<file path="src/rtl/polyvec_readout_serializer.sv">
`default_nettype none
// ============================================================================
// Module   : polyvec_readout_serializer
// Purpose  : Pulls coefficient pairs from the basemul accumulator one index at
//            a time and re-emits them as a 16-bit valid/ready word stream.
//            Optional index check enabled by POLYVEC_READOUT_INDEX_CHECK_EN.
// Revision : 1.0 - initial release
// ============================================================================
module polyvec_readout_serializer #(
    parameter int DEPTH = 5,
    parameter int WIDTH = 16
) (
    input  logic             clk,
    input  logic             reset,
    input  logic             start,
    output logic             readout,
    input  logic [WIDTH-1:0] in_dout_1,
    input  logic [WIDTH-1:0] in_dout_2,
    input  logic [DEPTH-1:0] in_index,
    output logic [WIDTH-1:0] out_data,
    output logic             out_valid,
    input  logic             out_ready,
    output logic             out_last,
    output logic             busy,
    output logic             done,
    output logic             index_err
);

    typedef enum logic [2:0] {
        S_IDLE    = 3'd0,
        S_REQ     = 3'd1,
        S_CAP     = 3'd2,
        S_EMIT_LO = 3'd3,
        S_EMIT_HI = 3'd4,
        S_FIN     = 3'd5
    } state_t;

    localparam logic [DEPTH-1:0] c_LAST_IDX = {DEPTH{1'b1}};

    state_t           r_state;
    state_t           w_next_state;
    logic [DEPTH-1:0] r_cnt;
    logic [DEPTH-1:0] w_cnt_nxt;
    logic [WIDTH-1:0] r_hi;
    logic [WIDTH-1:0] r_out_data;
    logic             r_out_valid;
    logic             r_out_last;

    always_comb begin
        w_next_state = r_state;
        w_cnt_nxt    = r_cnt;
        case (r_state)
            S_IDLE: begin
                if (start) begin
                    w_next_state = S_REQ;
                    w_cnt_nxt    = '0;
                end
            end
            S_REQ:     w_next_state = S_CAP;
            S_CAP:     w_next_state = S_EMIT_LO;
            S_EMIT_LO: begin
                if (out_ready) begin
                    w_next_state = S_EMIT_HI;
                end
            end
            S_EMIT_HI: begin
                if (out_ready) begin
                    if (r_cnt == c_LAST_IDX) begin
                        w_next_state = S_FIN;
                    end else begin
                        w_next_state = S_REQ;
                        w_cnt_nxt    = r_cnt + 1'b1;
                    end
                end
            end
            S_FIN: begin
                w_next_state = S_IDLE;
                w_cnt_nxt    = '0;
            end
            default: w_next_state = S_IDLE;
        endcase
    end

    always_ff @(posedge clk) begin
        if (!reset) begin
            r_state <= S_IDLE;
            r_cnt   <= '0;
        end else begin
            r_state <= w_next_state;
            r_cnt   <= w_cnt_nxt;
        end
    end

    // Output word register: loaded with the even coefficient at capture and
    // advanced to the odd one only on the low-word handshake.
    always_ff @(posedge clk) begin
        if (!reset) begin
            r_hi        <= '0;
            r_out_data  <= '0;
            r_out_valid <= 1'b0;
            r_out_last  <= 1'b0;
        end else begin
            if (r_state == S_CAP) begin
                r_out_data <= in_dout_1;
                r_hi       <= in_dout_2;
            end else if ((r_state == S_EMIT_LO) && out_ready) begin
                r_out_data <= r_hi;
            end
            r_out_valid <= (w_next_state == S_EMIT_LO) || (w_next_state == S_EMIT_HI);
            r_out_last  <= (w_next_state == S_EMIT_HI) && (w_cnt_nxt == c_LAST_IDX);
        end
    end

    assign out_data  = r_out_data;
    assign out_valid = r_out_valid;
    assign out_last  = r_out_last;
    assign readout   = (r_state == S_REQ);
    assign busy      = (r_state != S_IDLE);
    assign done      = (r_state == S_FIN);

`ifdef POLYVEC_READOUT_INDEX_CHECK_EN
    logic r_index_err;

    always_ff @(posedge clk) begin
        if (!reset) begin
            r_index_err <= 1'b0;
        end else if ((r_state == S_CAP) && (in_index != r_cnt)) begin
            r_index_err <= 1'b1;
        end
    end

    assign index_err = r_index_err;
`else
    logic w_unused_index;

    assign w_unused_index = ^in_index;
    assign index_err      = 1'b0;
`endif

endmodule
`default_nettype wire

</file>
<file path="config.mk">
export PLATFORM = sky130hd
export DESIGN_NAME = polyvec_readout_serializer
export DESIGN_NICKNAME = d
export VERILOG_FILES = /design/src/rtl/polyvec_readout_serializer.sv
export SDC_FILE = /design/constraint.sdc
export NUM_CORES = 1
export LEC_CHECK = 0
export CAP_MARGIN = 40
export CORE_MARGIN = 5
export CORE_UTILIZATION = 34
export CTS_BUF_LIST = sky130_fd_sc_hd__clkbuf_4 sky130_fd_sc_hd__clkbuf_8 sky130_fd_sc_hd__clkbuf_16
export CTS_CLUSTER_DIAMETER = 120
export DETAILED_ROUTE_END_ITERATION = 8
export PLACE_DENSITY = 0.7
export SLEW_MARGIN = 30
export SYNTH_ARGS = -nofsm -noshare
export SYNTH_HDL_FRONTEND = slang
export SYNTH_SLANG_ARGS = --single-unit
</file>
<file path="constraint.sdc">
create_clock -name clk -period 1.3 [get_ports clk]
set_input_delay 0.26 -clock clk [delete_from_list [all_inputs] [get_ports clk]]
set_output_delay 0.26 -clock clk [all_outputs]
set_load 0.005 [all_outputs]
</file>
**Word-level counts from Yosys, hierarchy flattened**

Index checks and enable logic that the tools add are counted.

- Register bits after elaboration: 42
- Output and inout port bits: 22

- Add/subtract/negate cells: 1
- Eq/ne operators: 9
- Muxes and demuxes: 11
- Reductions and logical operators: 6

Operators with widths:

| kind | number |
|---|---|
| 16-bit two-way mux | 2 |
| 5-bit two-way mux | 3 |
| 3-bit case mux with 5 select lines | 1 |
| 5-bit case mux with 3 select lines | 1 |
| 3-bit two-way mux | 4 |
| 5-bit == test (second input constant) | 2 |
| 3-bit by 2-bit == test with 1-bit output (second input constant) | 3 |
| 3-bit == test (second input constant) | 3 |
| 5-bit by 1-bit adder with 5-bit output (second input constant) | 1 |
| 3-bit by 1-bit == test with 1-bit output (second input constant) | 1 |
| 3-bit logical NOT | 1 |
| 3-bit nonzero test | 1 |
| 1-bit logical AND | 2 |
| 2-bit nonzero test | 1 |
| 1-bit logical OR | 1 |

**Logic depth before layout (Yosys ltp)**

Gate-level depths: netlist of the first run.

- Depth after elaboration: 6
- Gate-level depth with buffers: 6

**Worst setup path before layout of the first run**

Ideal clock, no wire load.

- Path type: register to register
- Start: register r_cnt[0]
- End: register r_cnt[2]
- Library setup time: 115 ps
- Arrival: 1262 ps
- Setup slack: -77 ps
- Stages on the path, launching flop included: 6
- Period minus slack after synthesis: 1377 ps
- Cells stage by stage: dfxtp_1 ha_1 and2_1 and2_1 o221ai_1 o21ba_2

- Cells in the longest elaborated chain, start to end: 4

Ends and longest elaborated chain:

| element | line | RTL |
|---|---|---|
| start: declaration | 42 | `logic [DEPTH-1:0] r_cnt;` |
| start signal: assignment | 90 | `r_cnt <= w_cnt_nxt;` |
| 5-bit by 1-bit adder with 5-bit output / 5-bit == test (equally long branches) | 72, 68 |  |
| 5-bit two-way mux * | 68 | `if (r_cnt == c_LAST_IDX) begin` |
| 5-bit two-way mux * | 67 | `if (out_ready) begin` |
| 5-bit case mux with 3 select lines * | 52 | `case (r_state)` |

Mark *: on every way between the ends. The rest lies on a longest branch, timed or not.
A chain may end at the register's enable or synchronous reset.

**Worst setup path in the final report of the first run**

- Start: register r_state[1]
- End: register r_out_valid, in the netlist out_valid

- Cells in the longest elaborated chain, start to end: 4

Ends and longest elaborated chain:

| element | line | RTL |
|---|---|---|
| start: declaration | 40 | `state_t r_state;` |
| start signal: assignment | 89 | `r_state <= w_next_state;` |
| 3-bit == test, or another cell as far along | 52 |  |
| 3-bit case mux with 5 select lines * | 52 |  |
| 3-bit by 2-bit == test with 1-bit output / 3-bit == test (equally long branches) | 109 | `r_out_valid <= (w_next_state == S_EMIT_LO) \|\| (w_next_state == S_EMIT_HI);` |
| 1-bit logical OR * | 109 |  |
| end signal: assignment | 109 |  |
| end: declaration | 46 | `logic r_out_valid;` |

Marks and branches as above.

==> out/metrics.yaml, run 1 <==
sta:
  fin_tns_setup_ns: -4.88
  fmax_mhz: 669
  finClkSkew_ns: 0.0106
  fin_crit_ns: 1.49
  hold_viol: 0
  rsz0062_at_grt: "yes"
  final-setup-viol-count: 42
  fin_crit_sh_pct: 115
  worst_slack_ns: -0.194
  drv_slew: 0
  holdWs_ns: 0.460
synth:
  postSynthAreaPerCell_um2: 8.52
  ys.flop_type: "dfxtp_1"
  syn_nets: 269
  yosys_warnings: 0
  synth_edf_count: 0
  synth.distinct_cells: 44
  synth-async-reset-ratio_pct: 0
  syn_area_um2: 1930
  yosysSeqAreaShare_pct: 43.5
  netlist_instances: 227
  yosys_register_bits: 42
floorplan:
  die-area_um2: 7290
  die_h_um: 85.4
  core-area_um2: 5510
  die_width_um: 85.4
  rows: 27
  initial_core_util_pct: 35.1
  ios: 63
pwr:
  leakagePower_nw: 1.47
  p_per_area_nw_per_um2: 904
  totalPowerFinal_w: 0.00316
  ir_worst_vdd_mv: 0.418
worst_setup_path:
  worstPathArrival_ns: 1.73
  path_max_fanout: 6
  slowest_delay_ns: 0.45
  critical_path_class: "flip-flop to flip-flop"
  critPathRequiredTime_ns: 1.53
  slowest_stage: "or3b_4"
  end_kind: "flip-flop"
  path_cells: "buf_6 > or3b_4 > a21oi_4 > o21a_1 > mux2_2"
  cp-start-kind: "flip-flop"
finish:
  area_growth_pct: 80.9
  n_fill_cell: 460
  layout_commonest_cell: "nand2_1"
  drive_gt1_share_pct: 48.3
  antennaDiodeCount: 0
  layout.nets: 365
  layout_common_cells: "nand2_1 (43), dfxtp_1 (35), clkdlybuf4s50_1 (34), buf_4 (26), dlygate4sd2_1 (19)"
placement:
  hpwl_um: 3470
  gp_routability_congestion: 0.794
  port_buffers: 56
grt:
  antenna_found_initial: 0
  use_met2_pct: 26.9
  grtUsageTotal_pct: 15.9
  grtUsageMet1_pct: 20.0
  grt_pass1_wl_um: 9320
  grt_most_used_layer: "met2"
  grt_pass1_vias: 1871
  grt-ovfl-total: 0
  grt_max_degree: 25
  met3_usage_pct: 3.88
clock_network:
  cts_tree: "built"
  htree_levels: 2
  cts_buffer_depth: 2
  holdBufCountCts: 0
  clk_pin_slew_ns: 0.07
  insertion_delay_ns: 0.29
  cts_root_buf: "clkbuf_8"
  cts-buffers-inserted: 5
  cts_sinks: 42
flow_run:
  cap_violations: 0
route:
  postRouteAntennaNets: 0
  wirelength_um: 6260
  vias: 2003
  wl_per_cell_um: 15.9
  firstDrtPassIters: 4
  drc: 0
  drtIter0Drc: 48
  routed_via_density: 5.07
min_path:
  hold_path_class: "flip-flop to flip-flop"
status:
  violations: "negative setup slack"
  status: "finished with violations"
==> kinds of logic (layout without fill, tap and decap cells) <==
group	Yosys count	after routing	share of synthesized area, %
adder cells (fa/ha/maj)	1	1	0.647
buffers and inverters	19	115	5.82
multiplexers	1	1	0.582
other	1	1	0.194
AO/OA/AOI/OAI	56	56	23.3
AND/OR/NAND/NOR	107	107	26.0
flip-flops	42	42	43.5
==> metrics by stage <==
| stage | utilization [%] | cell area [µm²] | instances | setup slack, ns |
|---|---|---|---|---|
| floorplan | - | 1960 | 227 | -0.00869 |
| finish | 63.5 | 3500 | 395 | -0.194 |
| detailed placement | 50.1 | 2760 | 368 | -0.465 |
| global route | 63.5 | 3500 | 395 | -0.230 |
| global placement | 50.1 | 2760 | 368 | -0.444 |
| CTS | 57.8 | 3180 | 388 | -0.167 |
==> synth_stat cells (2+ instances only) <==
cell | n | area (µm²)
nor2b_1 | 2 | 12.5
and2_1 | 2 | 12.5
clkbuf_1 | 4 | 15.0
a31oi_1 | 2 | 12.5
nand2_1 | 68 | 255
o21ai_0 | 4 | 20.0
nand4_1 | 3 | 18.8
dfxtp_1 | 42 | 841
a21oi_1 | 22 | 110
buf_2 | 6 | 30.0
inv_2 | 2 | 7.51
a311oi_2 | 10 | 150
nor2_1 | 18 | 67.6
a311oi_1 | 6 | 52.6
buf_6 | 3 | 33.8
buf_4 | 3 | 22.5
o21bai_1 | 3 | 22.5
==> cell type report <==
| type | instances | area (µm²) | area share, % |
|---|---|---|---|
| flip-flops and latches | 42 | 857 | 24.5 |
| multi-input cells | 166 | 1380 | 39.5 |
| clock inverters | 2 | 10.0 | 0.286 |
| well taps | 72 | 90.1 | 2.58 |
| inverters | 3 | 23.8 | 0.680 |
| repair buffers | 105 | 1060 | 30.4 |
| clock buffers | 5 | 68.8 | 1.97 |
==> state kept, by name, indices dropped and copies added (netlist names) <==
name       cells
out_valid      1
out_data      16
r_cnt          5
r_state        3
out_last       1
r_hi          16
==> path summary, 6_finish.rpt <==
kind	endpoint	slack, ns	cells after the start	start
worst max-delay path	out_valid	-0.19	5	r_state[1]
worst min-delay path	r_hi[3]	0.46	2	r_hi[3]
worst max register to register	out_valid	-0.19	5	r_state[1]
worst min register to register	r_hi[3]	0.46	2	r_hi[3]
==> critical path, delay by kind of cell (launching register included) <==
| family | cells | cell delay (ns) |
|---|---|---|
| AND/OR/NAND/NOR | 1 | 0.45 |
| flip-flops | 1 | 0.36 |
| AO/OA/AOI/OAI | 2 | 0.35 |
| multiplexers | 1 | 0.15 |
| buffers and inverters | 1 | 0.13 |
==> power by group <==
group	switching (W)	total (W)	internal, W
combinational	0.000415	0.000924	0.000508
clock	0.000435	0.000796	0.000361
sequential	0.0000594	0.00144	0.00138
total	0.000910	0.00316	0.00225
==> timing repair <==
action	in CTS	in global routing
buffers inserted	10	9
pin swaps	20	42
gates resized for setup	99	66
cloned	3	1
setup endpoints to repair	61	44
==> routing by layer <==
metal  vias up  routed length, µm
met1       948               2650
met5         -                  0
met4         0                 63
li1        981                  -
met3         9                370
met2        65               3180
No activity file was read; power rests on OpenSTA's default activity.
==> inputs of run 2 (changes only) <==
Settings changed: TNS_END_PERCENT set to 20.
==> out/metrics.yaml, run 2 (synthesis gave the netlist of run 1 again) <==
status:
  status: "finished with violations"
  violations: "negative setup slack"
clock_network:
  cts-buffers-inserted: 5  # unchanged
  htree_levels: 2  # unchanged
  cts_sinks: 42  # unchanged
  cts_tree: "built"
  cts_buffer_depth: 2  # unchanged
  insertion_delay_ns: 0.29  # about the same
  cts_root_buf: "clkbuf_8"
  clk_pin_slew_ns: 0.08  # about the same
placement:
  gp_routability_congestion: 0.863  # +8.7%
  hpwl_um: 3430  # -1.2%
  pre_cts_slack_ns: -0.392  # +0.0733 ns
  place_area_um2: 2750  # -0.41%
  port_buffers: 56  # unchanged
route:
  route.met2.wl_um: 2370  # -26%
  firstDrtPassIters: 4  # unchanged
  drc: 0  # unchanged
  routedLengthMet1_um: 2200  # -17%
  wl_per_cell_um: 13.2  # -17%
  top_layer: "met4"
  routed_via_density: 4.97  # -1.9%
  postRouteAntennaNets: 0  # unchanged
  wirelength_um: 5000  # -20%
  drtIter0Drc: 63  # +31%
  vias: 1885  # -5.9%
  wl_met3_um: 379  # +2.4%
min_path:
  hold_path_class: "flip-flop to flip-flop"
floorplan:
  core-area_um2: 5510  # unchanged
  initial_core_util_pct: 35.1  # unchanged
  die_width_um: 85.4  # unchanged
  rows: 27  # unchanged
  die-area_um2: 7290  # unchanged
  ios: 63  # unchanged
  die_h_um: 85.4  # unchanged
sta:
  holdWs_ns: 0.456  # -0.00417 ns
  rsz0062_at_grt: "yes"
  fin_crit_sh_pct: 109  # -5.5 points
  finClkSkew_ns: 0.00790  # -0.00275 ns
  drv_slew: 0  # unchanged
  final-setup-viol-count: 40  # -4.8%
  hold_viol: 0  # unchanged
  fmax_mhz: 703  # +5.0%
  fin_crit_ns: 1.42  # -0.0712 ns
  worst_slack_ns: -0.123  # +0.0712 ns
finish:
  n_fill_cell: 525  # +14%
  final_area_um2: 2990  # -14%
  layout.nets: 348  # -4.7%
  area_growth_pct: 54.8
  antennaDiodeCount: 0  # unchanged
  layout_common_cells: "nand2_1 (67), clkdlybuf4s50_1 (34), dfxtp_1 (32), buf_4 (26), dlygate4sd2_1 (19)"
  layout_commonest_cell: "nand2_1"
  drive_gt1_share_pct: 33.2  # -15 points
worst_setup_path:
  worstPathArrival_ns: 1.16  # -0.57 ns
  critical_path_class: "flip-flop to output pin"
  end_kind: "output pin"
  critPathRequiredTime_ns: 1.04  # -0.49 ns
  cp-start-kind: "flip-flop"
  path_max_fanout: 4  # -2
grt:
  grt_pass1_wl_um: 8260  # -11%
  antenna_found_initial: 0  # unchanged
  grt_pass1_vias: 1840  # -1.7%
  grt_max_degree: 25  # unchanged
  grt-ovfl-total: 0  # unchanged
  grtUsageTotal_pct: 13.9  # -2.1 points
pwr:
  leakagePower_nw: 1.19  # -19%
  p_per_area_nw_per_um2: 994  # +9.9%
  ir_worst_vdd_mv: 0.445  # +6.5%
flow_run:
  cap_violations: 0  # unchanged
[run 2: cell types whose count changed in the layout (fill, tap and decap cells not counted), sizes merged]
| cell | delta |
|---|---|
| buf | -16 |
| clkinv | -2 |
| clkinvlp | +1 |
| inv | +1 |
[run 2: layout make-up]
| cell class | instances | area (µm²) | share of cell area, % |
|---|---|---|---|
| Multi-Input combinational cell | 166 | 1110 | 37.1 |
| Clock inverter | 2 | 12.5 | 0.418 |
| Inverter | 3 | 11.3 | 0.376 |
| Sequential cell | 42 | 858 | 28.7 |
| Clock buffer | 6 | 82.6 | 2.76 |
| Timing Repair Buffer | 88 | 827 | 27.6 |
| Tap cell | 72 | 90.1 | 3.01 |
[run 2: through the flow]
step / TNS (ns) / utilization, % / instances / power (W)
2_1_floorplan: -0.295 / - / 227 / 0.00176
3_3_place_gp: -9.86 / 49.9 / 368 / 0.00210
3_5_place_dp: -10.61 / 49.9 / 368 / 0.00211
4_1_cts: -2.61 / 52.7 / 378 / 0.00298
5_1_grt: -4.65 / 54.3 / 379 / 0.00314
6_report: -2.15 / 54.3 / 379 / 0.00297
[run 2: routing by layer]
metal  track usage [%]  vias up
met1              16.3      876
met5                 0        -
met3              4.08        5
met4              3.45        0
met2              24.5       56
li1                  -      948
[run 2: worst paths after layout]
kind	from	end	slack, ns	cells after the start
max	r_state[2]	busy	-0.12	3
min	r_hi[4]	r_hi[4]	0.46	2
max reg2reg	r_state[2]	out_data[9]	-0.11	5
min reg2reg	r_hi[4]	r_hi[4]	0.46	2
[run 2: what timing repair did]
action                                  4_1_cts  5_1_grt
endpoints found under the setup margin       61       42
setup buffers                                 1        1
pin swaps                                     6        5
gates cloned                                  1        0
gates resized for setup                      57       21
hold buffers                                  0        0
[run 2: worst max-delay path: stages (launching register included)]
cell	delay, ns
dfxtp_2	0.34
buf_6	0.12
or3_1	0.29
buf_2	0.13
[run 2: power by group]
| part | switching [W] | internal [W] | total, W |
|---|---|---|---|
| Combinational | 0.000297 | 0.000377 | 0.000674 |
| Clock | 0.000432 | 0.000427 | 0.000859 |
| Sequential | 0.0000559 | 0.00139 | 0.00144 |
| Total | 0.000785 | 0.00219 | 0.00297 |
==> inputs of run 3 (changes only) <==
Settings changed: CORE_UTILIZATION 34 to 41, PLACE_DENSITY 0.7 to 0.81.
==> out/metrics.yaml, run 3 (synthesis gave the netlist of run 1 again) <==
status:
  status: "finished with violations"
  violations: "negative setup slack"
worst_setup_path:
  critPathRequiredTime_ns: 1.50  # +0.46 ns
  worstPathArrival_ns: 1.73  # +0.57 ns
  ff2ff_path_depth: 6  # +1
  cp-start-kind: "flip-flop"
  path_cells: "buf_4 > nor3b_2 > buf_4 > nand4_1 > o21bai_1 > a211oi_2"
  critical_path_class: "flip-flop to flip-flop"
  worstReg2RegEnd: "out_last"
  slowest_stage: "dfxtp_4"
  path_max_fanout: 7  # +3
  regToRegSetupSlack_ns: -0.23  # -0.12 ns
  crit_start: "r_state[0]"
  critPathCapture: "out_last"
  path_common_cell: "buf_4"
  end_kind: "flip-flop"
  rr_startpoint: "r_state[0]"
  slowest_delay_ns: 0.37  # +0.03 ns
sta:
  fmax_mhz: 654  # -7.0%
  fin_crit_sh_pct: 118  # +8.2 points
  final-setup-viol-count: 42  # +5.0%
  finClkSkew_ns: 0.0106  # +0.00272 ns
  fin_crit_ns: 1.53  # +0.106 ns
  hold_viol: 0  # unchanged
  rsz0062_at_grt: "yes"
  drv_slew: 0  # unchanged
  worst_slack_ns: -0.229  # -0.106 ns
flow_run:
  cap_violations: 0  # unchanged
pwr:
  net-switching-power_w: 0.000822  # +4.8%
  leakagePower_nw: 1.25  # +4.8%
  swShare_pct: 25.5  # -0.90 points
  ir_worst_vdd_mv: 0.715  # +61%
  combPwrFrac_pct: 23.0  # +0.3 points
  intPower_w: 0.00240  # +9.8%
  clockPowerShare_pct: 32.1  # +3.2 points
  p_per_area_nw_per_um2: 1040  # +4.2%
  totalPowerFinal_w: 0.00323  # +8.5%
  sequentialPowerShare_pct: 44.8  # -3.7 points
clock_network:
  cts_sinks: 42  # unchanged
  cts_tree: "built"
  cts_root_buf: "clkbuf_8"
  htree_levels: 2  # unchanged
  cts_buffer_depth: 2  # unchanged
  cts-buffers-inserted: 5  # unchanged
  clk_pin_slew_ns: 0.08  # about the same
  holdBufCountCts: 0  # unchanged
  insertion_delay_ns: 0.29  # about the same
floorplan:
  die_width_um: 78.7  # -7.9%
  rows: 25  # -7.4%
  die_h_um: 78.7  # -7.9%
  ios: 63  # unchanged
  initial_core_util_pct: 41.5  # +6.4 points
  die-area_um2: 6190  # -15%
  core-area_um2: 4660  # -15%
finish:
  layout_commonest_cell: "nand2_1"
  antennaDiodeCount: 0  # unchanged
  drive_gt1_share_pct: 34.5  # +1.3 points
  layout_common_cells: "nand2_1 (67), clkdlybuf4s50_1 (34), dfxtp_1 (29), buf_4 (26), a21oi_1 (20)"
  area_growth_pct: 61.0
  layout.nets: 354  # +1.7%
  final_cells: 367  # -3.2%
route:
  firstDrtPassIters: 4  # unchanged
  vias: 1980  # +5.0%
  wirelength_um: 5740  # +15%
  wl_per_cell_um: 15.6  # +19%
  drtIter0Drc: 155  # +150%
  postRouteAntennaNets: 0  # unchanged
  routed_via_density: 5.40  # +8.5%
  drc: 0  # unchanged
grt:
  antenna_found_initial: 0  # unchanged
  grt-ovfl-total: 0  # unchanged
  grt_max_degree: 37  # +48%
  grt_pass1_wl_um: 8660  # +4.8%
  grt_pass1_vias: 1857  # +0.92%
  grtUsageTotal_pct: 17.3  # +3.4 points
min_path:
  hold_path_class: "flip-flop to flip-flop"
placement:
  hpwl_um: 3460  # +0.91%
  port_buffers: 56  # unchanged
  place_inst: 344  # -6.5%
  gp_routability_congestion: 0.836  # -3.2%
==> run 3: cell count changes in the layout (fill, tap and decap cells not counted), moves of 2 or more <==
cell	before	now
buf_6	2	4
clkbuf_16	0	2
buf_12	3	5
dfxtp_2	8	10
dfxtp_1	32	29
a21oi_1	17	20
a21oi_2	5	1
==> run 3: worst min-delay path by stage <==
stage                     startpoint       end  slack, ns  cells past startpoint
after global placement      r_hi[13]  r_hi[13]       0.44                      2
after floorplan                reset  r_cnt[3]       0.39                      1
after detailed placement    r_hi[13]  r_hi[13]       0.45                      2
after global routing         r_hi[4]   r_hi[4]       0.49                      2
after CTS                   r_hi[13]  r_hi[13]       0.46                      2
final                        r_hi[3]   r_hi[3]       0.46                      2
==> run 3: power groups by stage <==
stage | clock network [W] | logic (W) | registers, W
finish | 0.00104 | 0.000743 | 0.00145
global route | 0.00112 | 0.000801 | 0.00146
CTS | 0.00106 | 0.000693 | 0.00144
detailed placement | 0 | 0.000640 | 0.00147
global placement | 0 | 0.000628 | 0.00147
floorplan | 0 | 0.000302 | 0.00146
==> run 3: what timing repair did <==
action	4_1_cts	5_1_grt
resized for setup	73	11
setup buffers	7	5
endpoints found under the setup margin	63	44
pin swaps	1	6
cloned	1	2
==> run 3: routing by layer <==
| layer | track usage [%] | up-vias | routed length [µm] |
|---|---|---|---|
| met4 | 4.02 | 0 | 52 |
| met3 | 5.05 | 7 | 380 |
| met5 | 0 | - | 0 |
| li1 | - | 962 | - |
| met2 | 29.6 | 62 | 3000 |
| met1 | 21.2 | 949 | 2300 |
==> run 3: worst max-delay path, delay by kind of cell (launching register included) <==
kind                   cells  cell delay (ns)
buffers and inverters      2             0.33
AO/OA/AOI/OAI              2             0.41
flip-flops                 1             0.37
AND/OR/NAND/NOR            2             0.33
==> run 3: per-stage QoR <==
step	worst slack (ns)	utilization (%)	instance area, µm²	setup TNS (ns)	hold WS (ns)
after floorplan	-0.0374	-	1940	-0.295	0.393
after global placement	-0.404	57.7	2690	-9.47	0.443
after detailed placement	-0.459	57.7	2690	-11.10	0.449
after CTS	-0.165	64.0	2980	-2.97	0.460
after global routing	-0.284	66.8	3110	-6.38	0.490
final	-0.229	66.8	3110	-3.97	0.459
==> run 3: area by class of cell <==
class                   count  area (µm²)
well taps                  54        67.6
inverters                   3        13.8
multi-input cells         166        1110
flip-flops and latches     42         865
clock buffers               6        76.3
fillers                   354        1550
clock inverters             2        37.5
repair buffers             94         940
